==> src/rtl/switch_arb_pkg.sv <==
// Shared types for the N x M switch arbiter: per-output state and width helper.
package switch_arb_pkg;

    typedef enum logic [1:0] {
        IDLE    = 2'd0,
        OFFERED = 2'd1,
        LOCKED  = 2'd2
    } out_state_t;

    // Index width for a port count; never below 1 so a 2-port field still exists.
    function automatic int clog2(input int value);
        int w;
        w = 1;
        while ((1 << w) < value) w++;
        return w;
    endfunction

endpackage

==> src/rtl/switch_arbiter_nxm_if.sv <==
// Request/grant bundle between the arbiter and its N_IN inputs / N_OUT outputs.
interface switch_arbiter_nxm_if
    import switch_arb_pkg::*;
#(
    parameter int N_IN  = 8,
    parameter int N_OUT = 8
) ();
    localparam int IW = clog2(N_IN);
    localparam int OW = clog2(N_OUT);

    // Handshake: grant_valid[i] with grant_out field i presents output o to input i;
    // ack[o] high while that offer is presented completes it at the rising edge.
    // An offer may change or vanish on any edge where it was not acked.
    logic [N_IN*N_OUT-1:0] req;
    logic [N_OUT-1:0]      ack;
    logic [N_IN-1:0]       release_lock;
    logic [N_IN*OW-1:0]    grant_out;
    logic [N_IN-1:0]       grant_valid;
    logic [N_OUT-1:0]      out_busy;
    logic [2*N_OUT-1:0]    dbg_state;

    modport slave (
        input  req, ack, release_lock,
        output grant_out, grant_valid, out_busy, dbg_state
    );

    modport master (
        output req, ack, release_lock,
        input  grant_out, grant_valid, out_busy, dbg_state
    );
endinterface

==> src/rtl/switch_arbiter_nxm_rr_pick.sv <==
// Round-robin picker: first set bit of req at or after ptr, wrapping modulo N.
module rr_pick
    import switch_arb_pkg::*;
#(
    parameter int N = 8,
    parameter int W = clog2(N)
) (
    input  logic [N-1:0] req,
    input  logic [W-1:0] ptr,
    output logic [W-1:0] idx,
    output logic         valid
);
    int         cand;
    logic [W-1:0] cand_w;

    // Scan farthest-first so the nearest candidate after ptr is written last.
    always_comb begin
        idx    = '0;
        valid  = 1'b0;
        cand   = 0;
        cand_w = '0;
        for (int k = N - 1; k >= 0; k--) begin
            cand = int'(ptr) + k;
            if (cand >= N) cand = cand - N;
            cand_w = W'(cand);
            if (req[cand_w]) begin
                idx   = cand_w;
                valid = 1'b1;
            end
        end
    end
endmodule

==> src/rtl/switch_arbiter_nxm.sv <==
// N x M crossbar arbiter: single-iteration grant/accept match with per-output
// IDLE/OFFERED/LOCKED state and packet locking of acked grants.
module switch_arbiter_nxm
    import switch_arb_pkg::*;
#(
    parameter int N_IN       = 8,
    parameter int N_OUT      = 8,
    parameter int BLOCK_SELF = 1,
    parameter int LOCK_EN    = 1
) (
    input  logic                clock,
    input  logic                reset_n,
    switch_arbiter_nxm_if.slave bus
);
    localparam int IW        = clog2(N_IN);
    localparam int OW        = clog2(N_OUT);
    localparam bit SELF_MASK = (BLOCK_SELF != 0) && (N_IN == N_OUT);

    out_state_t  state [N_OUT];
    logic [IW-1:0] owner [N_OUT];
    logic [IW-1:0] g_ptr [N_OUT];
    logic [OW-1:0] a_ptr [N_IN];

    logic [N_OUT-1:0] out_acked;
    logic [N_IN-1:0]  in_acked;
    logic [N_IN-1:0]  in_locked;
    logic [N_IN-1:0]  col   [N_OUT];
    logic [N_OUT-1:0] offer [N_IN];
    logic [IW-1:0]    gidx  [N_OUT];
    logic [N_OUT-1:0] gv;
    logic [OW-1:0]    aidx  [N_IN];
    logic [N_IN-1:0]  av;
    logic [N_OUT-1:0] match_v;

    always_comb begin
        out_acked = '0;
        in_acked  = '0;
        in_locked = '0;
        for (int o = 0; o < N_OUT; o++) begin
            if (state[o] == OFFERED && bus.ack[o]) begin
                out_acked[o]     = 1'b1;
                in_acked[owner[o]] = 1'b1;
            end
            if (state[o] == LOCKED) in_locked[owner[o]] = 1'b1;
        end
    end

    // The pair being acked is withheld so a consumed grant rotates to the next requester.
    always_comb begin
        for (int o = 0; o < N_OUT; o++) begin
            col[o] = '0;
            for (int i = 0; i < N_IN; i++) begin
                col[o][i] = bus.req[i*N_OUT+o] && !in_locked[i] && (state[o] != LOCKED)
                            && !(SELF_MASK && i == o)
                            && !(out_acked[o] && owner[o] == IW'(i));
            end
        end
    end

    for (genvar o = 0; o < N_OUT; o++) begin : g_grant
        rr_pick #(.N(N_IN)) u_pick (
            .req   (col[o]),
            .ptr   (g_ptr[o]),
            .idx   (gidx[o]),
            .valid (gv[o])
        );
    end

    always_comb begin
        for (int i = 0; i < N_IN; i++) begin
            offer[i] = '0;
            for (int o = 0; o < N_OUT; o++) begin
                offer[i][o] = gv[o] && (gidx[o] == IW'(i));
            end
        end
    end

    for (genvar i = 0; i < N_IN; i++) begin : g_accept
        rr_pick #(.N(N_OUT)) u_pick (
            .req   (offer[i]),
            .ptr   (a_ptr[i]),
            .idx   (aidx[i]),
            .valid (av[i])
        );
    end

    always_comb begin
        match_v = '0;
        for (int o = 0; o < N_OUT; o++) begin
            match_v[o] = gv[o] && av[gidx[o]] && (aidx[gidx[o]] == OW'(o));
            if (LOCK_EN != 0 && (out_acked[o] || in_acked[gidx[o]])) match_v[o] = 1'b0;
        end
    end

    always_ff @(posedge clock or negedge reset_n) begin
        if (!reset_n) begin
            for (int o = 0; o < N_OUT; o++) begin
                state[o] <= IDLE;
                owner[o] <= '0;
                g_ptr[o] <= '0;
            end
            for (int i = 0; i < N_IN; i++) a_ptr[i] <= '0;
        end else begin
            for (int o = 0; o < N_OUT; o++) begin
                if (out_acked[o]) begin
                    g_ptr[o]        <= (owner[o] == IW'(N_IN - 1)) ? '0 : owner[o] + 1'b1;
                    a_ptr[owner[o]] <= (o == N_OUT - 1) ? '0 : OW'(o + 1);
                end
                if (state[o] == LOCKED) begin
                    if (bus.release_lock[owner[o]]) state[o] <= IDLE;
                end else if (LOCK_EN != 0 && out_acked[o]) begin
                    state[o] <= LOCKED;
                end else if (match_v[o]) begin
                    state[o] <= OFFERED;
                    owner[o] <= gidx[o];
                end else begin
                    state[o] <= IDLE;
                end
            end
        end
    end

    logic [N_IN*OW-1:0] gout;
    logic [N_IN-1:0]    gval;
    logic [N_OUT-1:0]   busy;
    logic [2*N_OUT-1:0] dbg;

    always_comb begin
        gout = '0;
        gval = '0;
        busy = '0;
        dbg  = '0;
        for (int o = 0; o < N_OUT; o++) begin
            dbg[2*o +: 2] = state[o];
            busy[o]       = (state[o] == LOCKED);
            if (state[o] != IDLE) begin
                gval[owner[o]]            = 1'b1;
                gout[owner[o]*OW +: OW]   = OW'(o);
            end
        end
    end

    assign bus.grant_out   = gout;
    assign bus.grant_valid = gval;
    assign bus.out_busy    = busy;
    assign bus.dbg_state   = dbg;
endmodule

==> src/flat_wrapper.sv <==
// flat-port wrapper written by rule: the top's interface ports become plain ports
module switch_arbiter_nxm_flat import switch_arb_pkg::*;
#(
    parameter int N_IN       = 8,
    parameter int N_OUT      = 8,
    parameter int BLOCK_SELF = 1,
    parameter int LOCK_EN    = 1
)
  (clock, reset_n, bus_req, bus_ack, bus_release_lock, bus_grant_out, bus_grant_valid, bus_out_busy, bus_dbg_state);
  switch_arbiter_nxm_if #(.N_IN(N_IN), .N_OUT(N_OUT)) bus_i ();
  input  logic clock;
  input  logic reset_n;
  input wire logic [$bits(bus_i.req)-1:0] bus_req;
  input wire logic [$bits(bus_i.ack)-1:0] bus_ack;
  input wire logic [$bits(bus_i.release_lock)-1:0] bus_release_lock;
  output wire logic [$bits(bus_i.grant_out)-1:0] bus_grant_out;
  output wire logic [$bits(bus_i.grant_valid)-1:0] bus_grant_valid;
  output wire logic [$bits(bus_i.out_busy)-1:0] bus_out_busy;
  output wire logic [$bits(bus_i.dbg_state)-1:0] bus_dbg_state;
  assign bus_i.req = bus_req;
  assign bus_i.ack = bus_ack;
  assign bus_i.release_lock = bus_release_lock;
  assign bus_grant_out = bus_i.grant_out;
  assign bus_grant_valid = bus_i.grant_valid;
  assign bus_out_busy = bus_i.out_busy;
  assign bus_dbg_state = bus_i.dbg_state;
  switch_arbiter_nxm #(.N_IN(N_IN), .N_OUT(N_OUT), .BLOCK_SELF(BLOCK_SELF), .LOCK_EN(LOCK_EN)) u_core (.clock(clock), .reset_n(reset_n), .bus(bus_i));
endmodule
==> config.mk <==
export PLATFORM = sky130hd
export DESIGN_NAME = switch_arbiter_nxm_flat
export DESIGN_NICKNAME = d
export VERILOG_FILES = /design/src/rtl/switch_arb_pkg.sv /design/src/rtl/switch_arbiter_nxm_if.sv /design/src/rtl/switch_arbiter_nxm_rr_pick.sv /design/src/rtl/switch_arbiter_nxm.sv /design/src/flat_wrapper.sv
export SDC_FILE = /design/constraint.sdc
export NUM_CORES = 1
export LEC_CHECK = 0
export CAP_MARGIN = 20
export CELL_PAD_IN_SITES_DETAIL_PLACEMENT = 1
export CELL_PAD_IN_SITES_GLOBAL_PLACEMENT = 1
export CORE_ASPECT_RATIO = 1.1
export CORE_MARGIN = 5
export CORE_UTILIZATION = 25
export CTS_BUF_LIST = sky130_fd_sc_hd__clkbuf_2 sky130_fd_sc_hd__clkbuf_4 sky130_fd_sc_hd__clkbuf_8
export DETAILED_ROUTE_END_ITERATION = 10
export PLACE_DENSITY = 0.48
export SYNTH_ARGS = -nofsm -noshare
export SYNTH_HDL_FRONTEND = slang
export SYNTH_SLANG_ARGS = --single-unit
export TNS_END_PERCENT = 30
==> constraint.sdc <==
create_clock -name clock -period 16.55 [get_ports clock]
set_clock_uncertainty 0.15 [all_clocks]
set_input_delay 4.965 -clock clock [delete_from_list [all_inputs] [get_ports clock]]
set_output_delay 4.965 -clock clock [all_outputs]
set_load 0.01 [all_outputs]
==> qor.csv <==
metric;value;unit
status;finished, final reports clean;
EDFF count, synth;0;
drt wl/cell;31.2;µm
row count;127;
cell mode on critical path;nor3_1;
worst hold path depth;3;
Rel. slew slack;26.2;%
drt drc;0;
cell count after synthesis;3998;
Core ar.;109000;µm²
Routed WL;169000;µm
highest clock rate;76.3;MHz
Worst Tran Pin Value;1.11;ns
Reg2Reg Capture Point;u_core.owner[9];
Netlist Area Pre-Place;27200;µm²
clk sinks;88;
cts hold-fix bufs;0;
root buf cell;clkbuf_8;
CTS tree;yes;
GRT overflow;0;
clock buffer depth;2;
Post-synth ARST share;100;%
Routed Antenna Nets;0;
post-cts resize count;0;
Top delay family on crit path;compound AO/OA/AOI/OAI gates;
Starting Density;25.1;%
slowest CP cell;a311oi_1;
GRT Util Overall;27.5;%
Tmin final;13.11;ns
Setup CP Type;input port to register;
Setup crit end kind;register;
Hold Path Sink;u_core.a_ptr[20];
CTS Buf Count;9;
Starting DRT DRC Count;3692;
Critical Path RT;16.73;ns
DP Wirelength;133000;µm
DRT Pass-1 Iters;6;
top_reg_cell synth;dfrtp_1;
count of input and output buffers;129;
Clock Latency Late Sink;0.46;ns
commonest non-fill, non-tap cells in the layout;412 x nand2_1, 382 x nor2_1, 230 x o21ai_0;
Top Ports;138;
worst hold start;u_core.a_ptr[20];
Max FO, Critical Path;15;
Yosys cell types;128;
Fin. Hold Viols;0;
final critical-path share of the clock period;79.2;%
Worst R2R Path Depth;21;
Final TNS setup;0;ns
setup slack, reg-to-reg;6.71;ns
largest net degree at the start of global routing;49;
Synth Warn #;0;
worst path cell trace;clkdlybuf4s50_1 > and3b_1 > nand2_1 > nand3_1 > nor3_1 > a211oi_1 > o21a_1 > mux2i_1 > o311a_1 > nand2_1 > a32oi_1 > o22ai_1 > a2111oi_0 > a221o_1 > mux2i_1 > nor3_1 > nand3_1 > a311oi_1 > nor3_1 > o32ai_1;
slowest cell delay on critical path;0.78;ns
RSZ-0062 raised after global routing;no;
Final Wtd Congestion;0.971;
global-route wire length before repair;243000;µm
htree depth;3;
fin nets;4162;
setup repair bufs after CTS;0;
FF-to-FF Start;u_core.bus.dbg_state[4];
max cap viols;0;
number of global-route vias before repair;34300;
Post-Syn Nets;4176;
die height;356;µm
initial antenna violation count;4;
WP data arrival;13.29;ns
share of layout cells above drive strength 1;9.18;%
Buf/Inv on CP;1;
Seq cells post-synth;88;
routed vias/inst;6.55;
Die Area;116000;µm²
sequential share of the synthesized area;8.08;%
most common cell after layout, fill and taps aside;nand2_1;
worst hold path class;register to register;
die width;325;µm
DR vias;35500;
area grow syn2layout;11.1;%
startpoint types;input port;
Final Slew Violations;0;
Clock transition at path regs;0.10;ns
Mapped Avg Cell Area;6.81;µm²
Final setup viols;0;
## synthesized netlist by cell type (all sizes together) (43+ instances only)
master | count | area share (%)
nand2 | 413 | 5.7
nor2 | 385 | 5.3
o21ai | 253 | 4.7
clkbuf | 194 | 2.7
nor3 | 194 | 3.7
nand3 | 173 | 3.2
a21oi | 172 | 3.2
inv | 143 | 2.0
o22ai | 109 | 2.6
nor4 | 98 | 2.6
ha | 96 | 4.4
dfrtp | 88 | 8.1
o211ai | 86 | 2.4
a211oi | 85 | 2.4
buf | 80 | 1.9
nand4 | 66 | 1.5
mux2i | 58 | 2.2
a31oi | 57 | 1.3
and3 | 52 | 1.2
a22oi | 50 | 1.4
o32ai | 50 | 1.8
nand2b | 48 | 1.1
or2 | 48 | 1.1
o31ai | 46 | 1.4
and2 | 44 | 1.0
o311ai | 43 | 1.5
## state kept, by name, summed over array words and instances (netlist names)
register and cells:
u_core.a_ptr 24, u_core.bus.dbg_state 16, u_core.g_ptr 24, u_core.owner 24
## worst reg2reg max path: cells and delay by family (launching register included)
kind | cells | cell delay (ns)
buf+inv | 2 | 0.71
flops | 1 | 0.56
compound gates | 10 | 3.59
mux | 1 | 0.38
simple gates | 8 | 4.34
## how the worst max path moves through the flow
stage          depth (start not counted)  startpoint               to  slack [ns]
2_1_floorplan                         21  bus_ack[2]  u_core.owner[4]        6.18
3_3_place_gp                          20  bus_ack[1]  u_core.owner[3]        3.35
3_5_place_dp                          20  bus_ack[1]  u_core.owner[3]        3.24
4_1_cts                               20  bus_ack[1]  u_core.owner[3]        3.72
5_1_grt                               20  bus_ack[1]  u_core.owner[3]        3.09
6_report                              20  bus_ack[1]  u_core.owner[3]        3.44
## per-stage QoR
step | hold slack (ns) | cells | instance area, µm² | util (%) | setup slack, ns
2_1_floorplan | 0.470 | 3998 | 27200 | - | 6.18
3_3_place_gp | 0.582 | 5390 | 30100 | 27.7 | 3.35
3_5_place_dp | 0.585 | 5390 | 30100 | 27.7 | 3.24
4_1_cts | 0.610 | 5406 | 30300 | 27.8 | 3.72
5_1_grt | 0.641 | 5408 | 30300 | 27.9 | 3.09
6_report | 0.612 | 5410 | 30300 | 27.9 | 3.44
## cell families after synthesis
family | after synthesis | synth area share, %
muxes | 123 | 6.25
and+or+nand+nor | 1744 | 32.9
xor gates and xnor gates | 54 | 1.74
AOI/OAI and AO/OA | 1455 | 39.8
DFF | 88 | 8.08
adders and majority gates | 96 | 4.41
buffers and inverters | 438 | 6.82
## per-layer routing
layer  global-route usage, %  vias to the layer above  share of wire (%)
li1                        -                    15700                  -
met1                    36.4                    17900                 43
met2                    44.5                     1474                 45
met3                    3.79                      336                6.5
met4                    12.5                        2                5.3
met5                       0                        -             0.0077
## final cells by class
class / instances / area, µm²
multi-input cells: 3472 / 23300
repair buffers: 249 / 2180
flip-flops and latches: 88 / 2200
fillers: 13600 / 78400
diodes: 2 / 5.00
inverters: 164 / 616
clock buffers: 9 / 124
clock inverters: 7 / 77.6
well taps: 1419 / 1780
Power is left out: the tool's default activity adds up to more than one toggle a clock period on the data nets, which glitch-free logic cannot reach.
